$ cat config.mk
export PLATFORM = sky130hd
export DESIGN_NAME = key_led_bank
export DESIGN_NICKNAME = d
export VERILOG_FILES = /design/src/rtl/key_pkg.sv /design/src/rtl/key_filter.sv /design/src/rtl/key_led_bank.sv
export SDC_FILE = /design/constraint.sdc
export NUM_CORES = 1
export LEC_CHECK = 0
export CORE_MARGIN = 2
export CORE_UTILIZATION = 30
export CTS_BUF_LIST = sky130_fd_sc_hd__clkbuf_4
export DETAILED_ROUTE_END_ITERATION = 6
export GPL_TIMING_DRIVEN = 0
export PLACE_DENSITY_LB_ADDON = 0.15
export SETUP_SLACK_MARGIN = 0.1
export SLEW_MARGIN = 25
export SYNTH_ARGS = -nofsm -noshare
export SYNTH_HDL_FRONTEND = slang
export SYNTH_SLANG_ARGS = --single-unit
$ cat constraint.sdc
create_clock -name sys_clk -period 1.8 [get_ports sys_clk]
set_input_delay 0.18 -clock sys_clk [delete_from_list [all_inputs] [get_ports sys_clk]]
set_output_delay 0.18 -clock sys_clk [all_outputs]
set_load 0.05 [all_outputs]
$ cat src/rtl/key_pkg.sv
// Shared constants for the key debounce / LED bank.
package key_pkg;

  // Debounce counts: 20 ms at 50 MHz for hardware, a short count for simulation
  localparam int CNT_MAX_50MHZ = 999_999;
  localparam int CNT_MAX_SIM   = 7;

  // Per-channel LED behaviour selected by the mode input
  typedef enum logic {
    MODE_FOLLOW = 1'b0,
    MODE_TOGGLE = 1'b1
  } led_mode_e;

endpackage

$ cat src/rtl/key_filter.sv
// One key/LED channel: polarity correction, 2-flop synchroniser, stability
// counter debounce, press pulse and LED register (follow or toggle).
module key_filter
  import key_pkg::*;
#(
  parameter int CNT_MAX    = CNT_MAX_SIM,
  parameter bit ACTIVE_LOW = 1'b1
) (
  input  logic sys_clk,
  input  logic sys_rst,
  input  logic key_in,
  input  logic mode,
  output logic key_state,
  output logic key_flag,
  output logic led_out
);

  // A zero count still needs a one-bit counter to keep the widths legal
  localparam int CNT_W = (CNT_MAX > 0) ? $clog2(CNT_MAX + 1) : 1;
  localparam logic [CNT_W-1:0] CNT_LAST = CNT_W'(CNT_MAX);
  localparam logic [CNT_W-1:0] CNT_ONE  = CNT_W'(1);

  logic             pressed;
  logic             sync_p0;
  logic             sync_p1;
  logic [CNT_W-1:0] cnt;

  // 1 means pressed regardless of board wiring
  assign pressed = key_in ^ ACTIVE_LOW;

  // Stage p0/p1: two-flop synchroniser for the asynchronous key level
  always_ff @(posedge sys_clk) begin
    if (sys_rst) begin
      sync_p0 <= 1'b0;
      sync_p1 <= 1'b0;
    end else begin
      sync_p0 <= pressed;
      sync_p1 <= sync_p0;
    end
  end

  // Debounce: accept a new level only after CNT_MAX+1 consecutive differing samples
  always_ff @(posedge sys_clk) begin
    if (sys_rst) begin
      cnt       <= '0;
      key_state <= 1'b0;
      key_flag  <= 1'b0;
    end else begin
      key_flag <= 1'b0;
      if (sync_p1 == key_state) begin
        cnt <= '0;
      end else if (cnt == CNT_LAST) begin
        key_state <= sync_p1;
        cnt       <= '0;
        // Pulse only on release-to-press; releases update the level silently
        key_flag  <= sync_p1;
      end else begin
        cnt <= cnt + CNT_ONE;
      end
    end
  end

  // LED: follow the debounced level, or flip on every debounced press
  always_ff @(posedge sys_clk) begin
    if (sys_rst) begin
      led_out <= 1'b0;
    end else if (mode == MODE_TOGGLE) begin
      led_out <= led_out ^ key_flag;
    end else begin
      led_out <= key_state;
    end
  end

endmodule

$ cat src/rtl/key_led_bank.sv
// Bank of CH independent key debounce / LED channels.
module key_led_bank
  import key_pkg::*;
#(
  parameter int CH         = 4,
  parameter int CNT_MAX    = CNT_MAX_50MHZ,
  parameter bit ACTIVE_LOW = 1'b1
) (
  input  logic          sys_clk,
  input  logic          sys_rst,
  input  logic [CH-1:0] key_in,
  input  logic [CH-1:0] mode,
  output logic [CH-1:0] key_state,
  output logic [CH-1:0] key_flag,
  output logic [CH-1:0] led_out
);

  // One filter per channel; channels share nothing but clock and reset
  for (genvar i = 0; i < CH; i++) begin : g_ch
    key_filter #(
      .CNT_MAX   (CNT_MAX),
      .ACTIVE_LOW(ACTIVE_LOW)
    ) u_filter (
      .sys_clk  (sys_clk),
      .sys_rst  (sys_rst),
      .key_in   (key_in[i]),
      .mode     (mode[i]),
      .key_state(key_state[i]),
      .key_flag (key_flag[i]),
      .led_out  (led_out[i])
    );
  end

endmodule
======== After elaboration in Yosys (flattened, before gate mapping) ========
Index checks and enable logic that the tools add are counted.
storage, ports and cells
  register bits after elaboration ......... 100
  input port bits ......................... 10
  output and inout bits ................... 12
  word-level logic and storage cells ...... 68
operators by class
  add/sub/neg operators ................... 4
  equal/unequal tests ..................... 8
  multiplexer cells ....................... 4
  bitwise operators ....................... 16
  reduce and logical (&&, ||, !) cells .... 12
operators by type and width
  operator                                        number
  adder 20 x 1 -> 20 bit (second input constant)  4
  == test 20 bit (second input constant)          4
  OR reduction 3 bit                              8
  inverter 1 bit                                  12
  AND reduction 2 bit                             4
  == test 1 bit                                   4
  two-way mux 1 bit                               4
  XOR 1 bit                                       4

======== Logic depth before layout (Yosys ltp) ========
  depth after elaboration ................. 3
  mapped depth ............................ 7
  depth with buffers taken out ............ 5

======== By module ========
A second synthesis with hierarchy kept.
unflattened totals
  cells, all modules ...................... 484
  area, all modules ....................... 4409.2 sq um
by module, submodules not included
  module      times used  cells each  area an instance (sq um)
  key_filter  4           121         1102.3

======== Least setup slack after synthesis ========
No wires, ideal clock.
  path type ............................... register -> register
  start point ............................. reg g_ch[1].u_filter.cnt[0]
  end point ............................... reg g_ch[1].u_filter.cnt[18]
  setup time .............................. 71 ps
  data arrival time ....................... 1736 ps
  data required time ...................... 1729 ps
  setup slack ............................. -7 ps
  cell stages (with the launch flop) ...... 6
  buffers on the path ..................... 0
  clock period less this slack ............ 1807 ps
  cell sequence ........................... dfxtp_1 -> ha_1 -> nand2_1 -> or4_4 -> or4_1 -> a21oi_1
on the way
  word-level cells in the longest chain between the ends .. 2
  elaborated cells on any way between the ends .. 3
  those cells by class .................... 1 x add/sub; 1 x eq/ne; 1 x reduce/logical
ends and longest elaborated chain
  item                                                            RTL line          RTL
  start, declared                                                 key_filter.sv:26  logic [CNT_W-1:0] cnt;
  start signal, assigned                                          key_filter.sv:58  cnt <= cnt + CNT_ONE;
  branches (longest 2 deep; another with adder 20 x 1 -> 20 bit)  --
Several ways; the timed one is not identified.
A chain may end at the register's enable or synchronous reset.

======== Final worst setup path ========
  start point ............................. reg g_ch[0].u_filter.cnt[8]
  end point ............................... reg g_ch[0].u_filter.cnt[19]
on the way
  word-level cells in the longest chain between the ends .. 2
  elaborated cells on any way between the ends .. 3
  those cells by class .................... 1 x add/sub; 1 x eq/ne; 1 x reduce/logical
ends and longest elaborated chain
  item                                                            RTL line
  start, declared                                                 key_filter.sv:26
  start signal, assigned                                          key_filter.sv:58
  branches (longest 2 deep; another with adder 20 x 1 -> 20 bit)  --
Several ways; the timed one is not identified.

==> reports/summary.md <==
Clock network
- 100 — total clock sinks
- 0.44 ns — Worst-Skew Late Latency
- 0.14 ns — clock slew at reported path FFs
- 0 — cts-stage hold buffer count
- clkbuf_4 — cell at the root of the clock tree
- 2 — Longest Clk Path Bufs
- done — TritonCTS clock tree
- 3 — CTS H-tree depth
- 9 — CTS buffer count

Global routing
- 15 — maximum number of pins on one net before global-route repair
- 12.52% — Overall Global Routing Usage
- 0 — sum of overflow across all layers after global routing
- 1 — initial antenna violation count
- 3486 — number of global-route vias before repair
- 16260 um — wire length of the first global-routing pass

Setup path
- or4_4 — critical-path cell with the highest stage delay
- nand4_1, or4_4, buf_6, or4_4, a21oi_2 — cell chain of the critical path
- flip-flop — Setup crit end kind
- flip-flop — Worst Setup Start Kind
- 2.20 ns — required time of the worst setup path
- flip-flop to flip-flop — kind of critical path
- 8 — critical-path maximum fanout
- 0.53 ns — slowest stage delay, CP
- or4_4 — most frequent cell on the critical path
- 2.15 ns — arrival time reported for the critical path endpoint
- 1 — crit path buf inv count
- simple AND/OR/NAND/NOR gates — family with the most delay on the worst path
- 0.04 ns — register-to-register setup slack

Power
- 470.3 uV — Worst IR Drop VDD
- 3306 uW — total power
- 609.0 nW/um2 — total power density per cell area
- 0.001651 uW — static leakage

STA
- 0.04384 ns — post-layout worst setup margin
- 61.97% — worst rel slew slack
- 0 — final number of hold-violating endpoints
- 0.006644 ns — worst clock skew
- 0 — number of pins exceeding their max-slew limit in the final report
- yes — unrepaired setup endpoints after global routing
- 97.56% — Final Cycle Share
- 1.756 ns — Min Clock Period, post-route
- 569.4 MHz — Achievable Freq
- 0 — Finish-stage setup viols
- 0 ns — total negative setup slack
- 0.5705 ns — Worst-Margin Slew

Die
- 14420 um2 — area of the placeable core
- 22 — number of top-level design ports
- 125.1 um — Die Ht
- 44 — num rows
- 30.52% — effective utilization at floorplan
- 125.1 um — die span in x
- 15660 um2 — area enclosed by the die boundary

Detailed routing
- 0 — number of nets with antenna violations after detailed routing
- 12.74 um — wire per inst
- 4.913 — post-detailed-route via-to-cell ratio
- 127 — number of DRC markers in iteration 0
- 9467 um — wire length after detailed routing
- 4 — detailed-router iteration count before antenna repair
- 0 — DR DRC count
- 3650 — total number of vias

Min path
- primary input to flip-flop — path type of the worst min-delay path

Finish
- 2425 um2 — multi-input logic area
- 27.01% — fraction of layout cells with a size suffix above 1
- 23.34% — Area growth, synth to finish
- 1505 — number of fill cells
- 0 — number of diodes added for antenna fixing
- 743 — Final Instance Count excl. Fillers
- 570 — final net count
- 2101 um2 — area taken by flip-flops and latches

Synthesis
- 4402 um2 — post-synthesis instance area
- 0 — count of synthesis-stage warnings from yosys
- 506 — count of mapped cells out of synthesis
- 520 — Net Count, Synth
- 34 — count of distinct cell types in the synthesized netlist
- 8.699 um2 — Avg Inst Size Synth
- 45.48% — sequential area share after synthesis
- 100 — number of storage elements in the synthesis netlist

Placement
- 21 — number of I/O port buffers
- 0.7682 — GP Congestion
- 6512 um — HPWL after DPL
- -0.3060 ns — post-placement setup slack
- 711 — placed cell count

Flow run
- 0 — # Max-Cap Violations

Outcome
- completed — status

## sequential cells by signal, indices dropped and copies added (netlist names)
register / count
g_ch.u_filter.cnt: 80
g_ch.u_filter.key_flag: 4
g_ch.u_filter.key_state: 4
g_ch.u_filter.led_out: 4
g_ch.u_filter.sync_p0: 4
g_ch.u_filter.sync_p1: 4
## layer usage
metal / wire [um] / track usage (%)
met4: 48 / 3.529
met5: 12 / 0
met3: 380 / 4.835
met1: 4501 / 15.75
met2: 4522 / 20.08
## cell usage after synthesis
| cell type | count | area [um2] |
|---|---|---|
| nor4_1 | 10 | 62.56 |
| nand3_1 | 26 | 130.1 |
| o31ai_1 | 12 | 90.09 |
| and4_1 | 4 | 35.03 |
| and4bb_2 | 1 | 12.51 |
| nor3b_1 | 1 | 7.510 |
| nor3_1 | 8 | 40.04 |
| ha_1 | 4 | 50.05 |
| or4_4 | 1 | 11.26 |
| nor4bb_1 | 2 | 20.02 |
| o21ai_0 | 19 | 95.09 |
| nand3_4 | 1 | 17.52 |
| nor2b_1 | 4 | 25.02 |
| a21oi_1 | 27 | 135.1 |
| nand4_1 | 25 | 156.4 |
| buf_2 | 2 | 10.01 |
| or4_1 | 14 | 105.1 |
| inv_1 | 14 | 52.55 |
| and2_1 | 4 | 25.02 |
| dfxtp_1 | 100 | 2002 |
| nand2_1 | 25 | 93.84 |
| a211oi_1 | 4 | 30.03 |
| buf_4 | 12 | 90.09 |
| clkbuf_1 | 13 | 48.80 |
| and3_1 | 13 | 81.33 |
| xor2_1 | 26 | 227.7 |
| nand2b_1 | 1 | 6.260 |
| nand4b_1 | 3 | 26.28 |
| and3_2 | 1 | 7.510 |
| and2_0 | 1 | 6.260 |
| xnor2_1 | 31 | 271.5 |
| or3_1 | 16 | 100.1 |
| nor2_1 | 76 | 285.3 |
| nor4b_1 | 5 | 43.79 |
## worst register-to-register path: stages (launching register included)
cell     delay (ns)
dfxtp_4        0.38
nand4_1        0.12
or4_4          0.53
buf_6          0.15
or4_4          0.41
a21oi_2        0.12
## metrics by stage
stage / area [um2] / util, % / hold WS (ns)
after floorplan: 4424 / - / 0.2467
after global placement: 4865 / 33.73 / 0.4254
after detailed placement: 4865 / 33.73 / 0.4323
after CTS: 5157 / 35.76 / 0.1856
after global routing: 5429 / 37.64 / 0.1840
final: 5429 / 37.64 / 0.2354
## what timing repair did
action	CTS	global route
resized for setup	78	94
setup endpoints to repair	93	89
cloned	1	0
pin swaps	7	12
setup buffers	9	8
## logic make-up after synthesis
family                   synth area share (%)
adder cells (fa/ha/maj)                 1.137
buffers and inverters                   4.577
flip-flops                              45.48
AND/OR/NAND/NOR                         29.51
AO/OA/AOI/OAI                           7.959
XOR/XNOR                                11.34
## area by class of cell
class / count / share of cell area [%]
Multi-Input combinational cell: 365 / 44.66
Sequential cell: 100 / 38.70
Timing Repair Buffer: 39 / 6.153
Tap cell: 184 / 4.241
Buffer: 27 / 3.549
Clock buffer: 10 / 1.383
Inverter: 14 / 0.9680
Clock inverter: 4 / 0.3457
## power breakdown
group          switching, uW  internal (uW)
combinational           59.4           49.1
clock                    709            275
sequential              10.2           2200
total                    778           2530
## worst paths after layout
| kind | startpoint | depth (start not counted) | end |
|---|---|---|---|
| max | g_ch[0].u_filter.cnt[8] | 5 | g_ch[0].u_filter.cnt[19] |
| min reg2reg | g_ch[0].u_filter.sync_p0 | 1 | g_ch[0].u_filter.sync_p1 |
| max reg2reg | g_ch[0].u_filter.cnt[8] | 5 | g_ch[0].u_filter.cnt[19] |
| min | key_in[2] | 2 | g_ch[2].u_filter.sync_p0 |
## cell usage in the layout (no fill, tap or decap), drive strengths merged, types with 10 or more instances in the layout
cell    count
or3        16
o21ai      19
a21oi      27
and3       14
o31ai      12
xnor2      31
clkbuf     23
nor2       76
or4        15
nor4       10
xor2       26
dfxtp     100
nand4      25
nand3      27
nand2      25
buf        35
inv        14
Power figures use the tool's default switching activity.
